### src/rtl/ibex_fetch_req_ctrl.sv
// Request-side controller for the instruction fetch FIFO: issues word-aligned bus
// fetches, tracks outstanding responses and drops the ones made stale by a branch.
//
// state    | meaning
// IDLE     | no request held; may start one combinationally this cycle
// WAIT_GNT | request issued without grant; address frozen until gnt
module ibex_fetch_req_ctrl #(
   parameter int unsigned NUM_REQS = 2
) (
   input  logic                clk_i,
   input  logic                rst_ni,
   input  logic                req_i,
   input  logic                branch_i,
   input  logic [31:0]         branch_addr_i,
   output logic                busy_o,
   output logic                fifo_clear_o,
   input  logic [NUM_REQS-1:0] fifo_busy_i,
   output logic                fifo_valid_o,
   output logic [31:0]         fifo_addr_o,
   output logic [31:0]         fifo_rdata_o,
   output logic                fifo_err_o,
   output logic                instr_req_o,
   input  logic                instr_gnt_i,
   output logic [31:0]         instr_addr_o,
   input  logic                instr_rvalid_i,
   input  logic [31:0]         instr_rdata_i,
   input  logic                instr_err_i
);

   typedef enum logic {IDLE, WAIT_GNT} state_e;

   state_e              state_q, state_d;
   logic [NUM_REQS-1:0] outstanding_q, outstanding_d;
   logic [NUM_REQS-1:0] discard_q, discard_d;
   logic [NUM_REQS-1:0] out_rev, out_shift, disc_shift, new_bit;
   logic [31:0]         fetch_addr_q, fetch_addr_d;
   logic [31:0]         stored_addr_q, stored_addr_d;
   logic [31:0]         branch_tgt, req_addr;
   logic                branch_pend_q, branch_pend_d;
   logic                slot_free, start_ok, grant, pre_branch;

   always_comb begin
      out_rev = '0;
      for (int i = 0; i < int'(NUM_REQS); i++) begin
         out_rev[i] = outstanding_q[int'(NUM_REQS)-1-i];
      end
   end

   assign branch_tgt = {branch_addr_i[31:2], 2'b00};
   assign slot_free  = ~&(fifo_busy_i | out_rev);
   assign start_ok   = req_i & slot_free & ~outstanding_q[NUM_REQS-1];

   always_comb begin
      state_d       = state_q;
      stored_addr_d = stored_addr_q;
      instr_req_o   = 1'b0;
      req_addr      = fetch_addr_q;
      pre_branch    = 1'b0;
      case (state_q)
         IDLE: begin
            instr_req_o = start_ok;
            req_addr    = branch_i ? branch_tgt : fetch_addr_q;
            if (start_ok && !instr_gnt_i) begin
               state_d       = WAIT_GNT;
               stored_addr_d = req_addr;
            end
         end
         WAIT_GNT: begin
            instr_req_o = 1'b1;
            req_addr    = stored_addr_q;
            // the held address was computed before any branch seen since
            pre_branch  = branch_pend_q | branch_i;
            if (instr_gnt_i) begin
               state_d = IDLE;
            end
         end
         default: state_d = IDLE;
      endcase
   end

   assign instr_addr_o = req_addr;
   assign grant        = instr_req_o & instr_gnt_i;

   always_comb begin
      out_shift  = instr_rvalid_i ? (outstanding_q >> 1) : outstanding_q;
      disc_shift = instr_rvalid_i ? (discard_q >> 1) : discard_q;
      if (branch_i) begin
         disc_shift = disc_shift | out_shift;
      end
      // lowest clear bit of the post-retire vector
      new_bit       = ~out_shift & (out_shift + NUM_REQS'(1));
      outstanding_d = out_shift | (grant ? new_bit : '0);
      discard_d     = disc_shift | ((grant && pre_branch) ? new_bit : '0);

      fetch_addr_d = fetch_addr_q;
      if (grant) begin
         if (pre_branch) begin
            fetch_addr_d = branch_i ? branch_tgt : fetch_addr_q;
         end else begin
            fetch_addr_d = req_addr + 32'd4;
         end
      end else if (branch_i) begin
         fetch_addr_d = branch_tgt;
      end

      branch_pend_d = branch_pend_q;
      if (grant) begin
         branch_pend_d = 1'b0;
      end else if (branch_i && state_q == WAIT_GNT) begin
         branch_pend_d = 1'b1;
      end
   end

   always_ff @(posedge clk_i) begin
      if (!rst_ni) begin
         state_q       <= IDLE;
         outstanding_q <= '0;
         discard_q     <= '0;
         fetch_addr_q  <= '0;
         stored_addr_q <= '0;
         branch_pend_q <= 1'b0;
      end else begin
         state_q       <= state_d;
         outstanding_q <= outstanding_d;
         discard_q     <= discard_d;
         fetch_addr_q  <= fetch_addr_d;
         stored_addr_q <= stored_addr_d;
         branch_pend_q <= branch_pend_d;
      end
   end

   assign fifo_clear_o = branch_i;
   assign fifo_addr_o  = branch_i ? branch_addr_i : fetch_addr_q;
   assign fifo_valid_o = instr_rvalid_i & outstanding_q[0] & ~discard_q[0] & ~branch_i;
   assign fifo_rdata_o = instr_rdata_i;
   assign fifo_err_o   = instr_err_i;
   assign busy_o       = (|outstanding_q) | instr_req_o;

   a_rvalid_tracked: assert property (@(posedge clk_i) disable iff (!rst_ni)
      instr_rvalid_i |-> (|outstanding_q));
   a_push_room: assert property (@(posedge clk_i) disable iff (!rst_ni)
      (fifo_valid_o && !fifo_clear_o) |-> !fifo_busy_i[NUM_REQS-1]);
   a_addr_stable: assert property (@(posedge clk_i) disable iff (!rst_ni)
      (instr_req_o && !instr_gnt_i) |=> (instr_req_o && $stable(instr_addr_o)));

endmodule

### config.mk
export PLATFORM = sky130hd
export DESIGN_NAME = ibex_fetch_req_ctrl
export DESIGN_NICKNAME = d
export VERILOG_FILES = /design/src/rtl/ibex_fetch_req_ctrl.sv
export SDC_FILE = /design/constraint.sdc
export NUM_CORES = 1
export LEC_CHECK = 0
export ABC_CLOCK_PERIOD_IN_PS = 3700
export BUFFER_PORTS_ARGS = -buffer_cell sky130_fd_sc_hd__clkbuf_2
export CORE_MARGIN = 2
export CORE_UTILIZATION = 50
export CTS_BUF_LIST = sky130_fd_sc_hd__clkbuf_2 sky130_fd_sc_hd__clkbuf_4 sky130_fd_sc_hd__clkbuf_8
export DETAILED_ROUTE_END_ITERATION = 8
export GPL_TIMING_DRIVEN = 0
export PLACE_DENSITY = 0.83
export REMOVE_ABC_BUFFERS = 1
export SYNTH_ARGS = -nofsm -noshare
export SYNTH_HDL_FRONTEND = slang
export SYNTH_SLANG_ARGS = --single-unit
### constraint.sdc
create_clock -name clk_i -period 3.7 [get_ports clk_i]
set_clock_uncertainty 0.1 [all_clocks]
set_input_delay 0.74 -clock clk_i [delete_from_list [all_inputs] [get_ports clk_i]]
set_output_delay 0.74 -clock clk_i [all_outputs]
set_load 0.03 [all_outputs]
==> flow_summary.json, run 1 <==
{
  "p_switching_w": 0.000686,
  "rows": 33,
  "timing.final.max_slew_violations": 0,
  "ys_types": 45,
  "finalHoldViolCount": 0,
  "htreeDepth": 3,
  "swShare_pct": 34.5,
  "comb_power_share_pct": 29.5,
  "drtIter0Drc": 232,
  "gp_congestion": 0.846,
  "route.detailed.drc": 0,
  "grt_setup_unrepaired": "false",
  "multi_input_area_um2": 2350,
  "synth_area_um2": 4230,
  "ys_warn_count": 0,
  "ir_drop_uv": 195,
  "synth_edf_count": 0,
  "grtUsageTotal_pct": 27.7,
  "crit_required_ns": 3.86,
  "seq_area_um2": 1400,
  "synth_mux_area_share_pct": 16.4,
  "synth_top_family_by_area": "simple AND/OR/NAND/NOR gates",
  "dp_hpwl_um": 8680,
  "fp.dieH_um": 95.9,
  "setup_viol": 0,
  "synth-seq-cells": 70,
  "cellPowerDensity_nw_per_um2": 418,
  "cp_slowest_stage_delay_ns": 0.60,
  "synth_area_per_cell_um2": 8.19,
  "diodes": 0,
  "endpoint_kind": "flip-flop",
  "first_pass_iters": 5,
  "crit_chain": "clkbuf_4 > mux2_2 > mux2i_1 > inv_1 > ha_1 > and3_1 > nand2_1 > or4_1 > a31oi_1",
  "cts_made_buffers": 9,
  "synthArstFlopShare_pct": 0,
  "p_int_w": 0.00130,
  "dieWidth_um": 95.9,
  "cp_max_fo": 40,
  "synth-simple-area-share_pct": 23.5,
  "relSlewSlack_pct": 14.8,
  "nets": 647,
  "grt.overflow.total": 0,
  "clkPwrFrac_pct": 28.6,
  "port_buffers": 107,
  "routed-via-count": 3998,
  "synth_compound_area_share_pct": 12.5,
  "fin_area_um2": 4770,
  "core_um2": 8220,
  "routed_wirelength_um": 12200,
  "cts_buffer_depth": 2,
  "utilization_pct": 58.0,
  "dieArea_um2": 9200,
  "worstMarginPinSlew_ns": 1.28,
  "finalPower_w": 0.00199,
  "post-route-period-util_pct": 94.2,
  "period_needed_ns": 3.48,
  "seq_area_frac_synth_pct": 33.2,
  "grt_pass1_vias": 3774,
  "syn_inst": 516,
  "insertion_delay_ns": 0.34,
  "p_leak_nw": 2.02,
  "drive_gt1_share_pct": 31.1,
  "viasPerCell": 5.87,
  "start_util_pct": 51.4,
  "timing.fmax_mhz": 287,
  "wire_per_inst_um": 17.9,
  "cts_tree": "yes",
  "grt_antenna_before_repair": 0,
  "clkTransAtPathRegs_ns": 0.07,
  "grt_max_degree": 49,
  "root_buffer": "clkbuf_8",
  "criticalPathCategory": "in -> reg",
  "grt_pass1_wl_um": 19200,
  "synth_xor_area_share_pct": 2.49,
  "worst_hold_path_type": "reg -> reg",
  "hold_buffers": 0,
  "start_kind": "input pin",
  "drv_cap": 0,
  "pwr-share-seq_pct": 41.8,
  "clock-sinks": 70,
  "synthFlopType": "dfxtp_1",
  "crit_slowest_cell": "or4_1",
  "area_growth_pct": 12.8,
  "ios": 174,
  "fillers": 764,
  "place_area_um2": 4570,
  "arrival_ns": 3.65,
  "synth_adder_area_share_pct": 0.296,
  "status": "finished clean",
  "drtAntennaViolNets": 0
}
cells by family (layout without fill, tap and decap cells):
logic type,after synthesis,count (layout)
flops,70,70
xor+xnor,12,12
fa+ha+maj,1,1
buf+inv,87,147
mux,61,61
compound gates,84,84
simple gates,201,201
power groups by stage:
| stage | Sequential [W] | Clock (W) | Combinational, W |
|---|---|---|---|
| after detailed placement | 0.000850 | 0 | 0.000585 |
| after floorplan | 0.000845 | 0 | 0.000414 |
| final | 0.000833 | 0.000570 | 0.000588 |
| after global routing | 0.000839 | 0.000621 | 0.000640 |
| after global placement | 0.000850 | 0 | 0.000562 |
| after CTS | 0.000833 | 0.000585 | 0.000588 |
layout by cell type (no fill, tap or decap), types with 15 or more instances in the layout:
cell type	count
clkbuf_2	106
nor2_1	90
dfxtp_1	69
mux2_2	39
nor3_1	34
o21ai_0	25
nand2_1	20
inv_1	19
mux2i_1	17
a21oi_1	15
sequential cells by signal, summed over array words and instances, names as in the netlist:
name and cells:
branch_pend_q 1, discard_q 2, fetch_addr_q 32, outstanding_q 2, state_q 1, stored_addr_q 32
timing repair:
item / in CTS / in global routing
endpoints found under the hold margin: 0 / 0
pin swaps: 0 / 1
setup buffers: 0 / 2
setup endpoints to repair: 10 / 4
gates resized for setup: 1 / 0
cell type report:
cell class                      instances  share of cell area, %
Sequential cell                        70                   29.4
Tap cell                              105                   2.76
Clock inverter                          1                  0.105
Inverter                               20                   1.58
Clock buffer                           13                   3.62
Multi-Input combinational cell        359                   49.3
Timing Repair Buffer                  113                   13.2
stage by stage:
stage | hold slack [ns] | TNS, ns | setup slack [ns] | std cells
detailed placement | 0.350 | -6.12 | -0.477 | 665
global placement | 0.342 | -75.53 | -1.81 | 661
floorplan | 0.329 | -6.01 | -0.293 | 449
CTS | 0.360 | 0 | 0.205 | 679
finish | 0.357 | 0 | 0.216 | 681
global route | 0.401 | 0 | 0.0332 | 681
layer usage:
layer	global-route usage, %	part of all wire [%]	up-vias
met3	15.6	13	15
li1	-	-	1901
met2	40.9	44	197
met1	33.9	41	1883
met4	8.93	1.2	2
met5	4.17	0.38	-
cell usage after synthesis, types with 2 or more instances:
master	n	area [µm²]
and2_1	2	12.5
mux2_4	4	60.1
buf_4	36	270
nand2b_1	3	18.8
or3_1	4	25.0
a31oi_1	12	75.1
buf_2	6	30.0
mux2_2	39	439
a211oi_1	12	90.1
nand2_1	20	75.1
o31ai_1	11	82.6
nor3_1	35	175
clkbuf_1	21	78.8
a21oi_1	15	75.1
nor4_1	6	37.5
nand4_1	7	43.8
nor2_1	90	338
inv_1	20	75.1
o21a_1	2	15.0
o21ai_0	25	125
nand3_1	9	45.0
or4_1	11	82.6
and3_1	5	31.3
mux2i_1	17	170
buf_1	2	7.51
xnor2_1	12	105
o41a_1	3	33.8
dfxtp_1	70	1400
final timing paths:
| check | from | to | slack (ns) | cells past startpoint |
|---|---|---|---|---|
| setup / recovery | branch_i | fetch_addr_q[16] | 0.22 | 9 |
| hold / removal | discard_q[1] | discard_q[1] | 0.36 | 2 |
| setup reg to reg | state_q | fetch_addr_q[16] | 0.55 | 7 |
| hold reg to reg | discard_q[1] | discard_q[1] | 0.36 | 2 |
critical path, delay by kind of cell:
family,cells,cell delay (ns)
buf+inv,2,0.64
simple gates,3,1.38
fa+ha+maj,1,0.20
mux,2,0.47
compound gates,1,0.19
Note: power is estimated with default switching activity, not from simulation.
==> run 2: changes to the inputs <==
Settings changed: CORE_UTILIZATION 50 to 30, GPL_TIMING_DRIVEN 0 to unset, PLACE_DENSITY 0.83 to unset.
==> run 2 against run 1 <==
Net effect: sequential power barely moved; hold slack better by 0.014 ns; cell count is 13% higher; worst setup slack improved by 0.021 ns; routed wire length up 21%; first-iteration DRC count grew 13%; largest cell class unchanged; register-to-register slack improved by 0.11 ns; count of clock-buffer cells in the layout shrank 2; clock power rose by 14%.
==> flow_summary.json, run 2 (synthesis gave the netlist of run 1 again) <==
{
  "status": "finished clean",
  "htreeDepth": 3,
  "layout_setup_ws_ns": 0.237,
  "fillers": 1446,
  "drv_cap": 0,
  "cellPowerDensity_nw_per_um2": 424,
  "grt_pass1_vias": 4046,
  "dieArea_um2": 15100,
  "cp_slowest_stage_delay_ns": 0.37,
  "hold_slack_ns": 0.371,
  "final_cell_mix": "clkbuf_2, nor2_1, dfxtp_1, mux2_2, nor3_1",
  "crit_required_ns": 2.86,
  "diodes": 0,
  "nets": 661,
  "cp_max_fo": 17,
  "seq_area_um2": 1400,
  "routed_wirelength_um": 14800,
  "cts_made_buffers": 9,
  "timing.fmax_mhz": 289,
  "largest_registers": "fetch_addr_q x32, stored_addr_q x32",
  "grt_pass1_wl_um": 22600,
  "timing.final.max_slew_violations": 0,
  "ios": 174,
  "cts_tree": "yes",
  "routed-via-count": 4033,
  "gp_congestion": 0.815,
  "hold_buffers": 0,
  "multi_input_area_um2": 2350,
  "clock-sinks": 70,
  "fp.dieH_um": 123,
  "arrival_ns": 2.62,
  "crit_chain": "clkbuf_2 > buf_4 > buf_4 > mux2_2 > mux2i_1 > inv_1 > clkbuf_2",
  "first_pass_iters": 4,
  "place_area_um2": 4740,
  "p_leak_nw": 2.08,
  "grt.overflow.total": 0,
  "drtIter0Drc": 262,
  "setup_viol": 0,
  "worstMarginPinSlew_ns": 0.762,
  "cp.buffers_inverters": 5,
  "grt_max_degree": 31,
  "postCtsSetupBuffers": 0,
  "start_kind": "input pin",
  "root_buffer": "clkbuf_8",
  "relSlewSlack_pct": 49.2,
  "port_buffers": 107,
  "insertion_delay_ns": 0.35,
  "wire_per_inst_um": 19.1,
  "worst_hold_path_type": "reg -> reg",
  "ir_drop_uv": 135,
  "viasPerCell": 5.22,
  "area_growth_pct": 16.9,
  "grt_antenna_before_repair": 0,
  "final_cells": 772,
  "dieWidth_um": 123,
  "core_um2": 13800,
  "pre_cts_slack_ns": 0.202,
  "post-route-period-util_pct": 93.6,
  "criticalPathCategory": "in -> out",
  "rows": 43,
  "fin_area_um2": 4940,
  "drtAntennaViolNets": 0,
  "period_needed_ns": 3.46,
  "endpoint_kind": "output pin",
  "route.detailed.drc": 0,
  "layout_commonest_cell": "clkbuf_2",
  "setup_tns_ns": 0,
  "start_util_pct": 30.6,
  "crit_slowest_cell": "mux2_2",
  "placed_cells_incl_taps": 756,
  "cts_resized": 0,
  "dp_hpwl_um": 10700,
  "drive_gt1_share_pct": 32.8,
  "grt_setup_unrepaired": "false",
  "grtUsageTotal_pct": 20.0,
  "cts_buffer_depth": 2,
  "clkTransAtPathRegs_ns": 0.08,
  "cp_top_family": "buffers and inverters",
  "finalHoldViolCount": 0
}
[run 2: layout make-up]
type | count | share of cell area, %
Multi-Input combinational cell | 359 | 47.5
Sequential cell | 70 | 28.4
Timing Repair Buffer | 127 | 13.9
Tap cell | 180 | 4.56
Clock buffer | 11 | 2.94
Inverter | 20 | 1.52
Clock inverter | 5 | 1.19
[run 2: stage by stage]
step	utilization (%)	power [W]
5_1_grt	35.7	0.00221
2_1_floorplan	-	0.00126
3_3_place_gp	34.3	0.00145
6_report	35.7	0.00210
3_5_place_dp	34.3	0.00146
4_1_cts	35.7	0.00212
[run 2: final timing paths]
kind                startpoint          endpoint  slack (ns)  depth (start not counted)
setup / recovery      branch_i  instr_addr_o[29]        0.24                          7
hold / removal    discard_q[1]      discard_q[1]        0.37                          2
setup reg to reg       state_q  fetch_addr_q[28]        0.66                          7
hold reg to reg   discard_q[1]      discard_q[1]        0.37                          2
[run 2: worst reg2reg max path: stages, from the launching register on]
cell and delay [ns]:
dfxtp_2 0.83, buf_4 0.36, mux2i_1 0.15, inv_1 0.22
and4_1 0.31, nand2_1 0.24, o31a_1 0.37, or3_1 0.35
[run 2: report_power, final]
group          total [W]  switching, W  internal, W
clock network   0.000651      0.000313     0.000338
registers       0.000834     0.0000265     0.000808
logic           0.000610      0.000409     0.000201
total            0.00210      0.000748      0.00135
[run 2: routing by layer]
metal	share of wire, %	routed length [µm]	track usage (%)	up-vias
met3	7.5	1100	7.99	11
met5	0.25	37	3.82	-
met1	46	6820	26.4	1950
met2	45	6650	30.0	130
met4	1.0	147	4.81	2
li1	-	-	-	1940
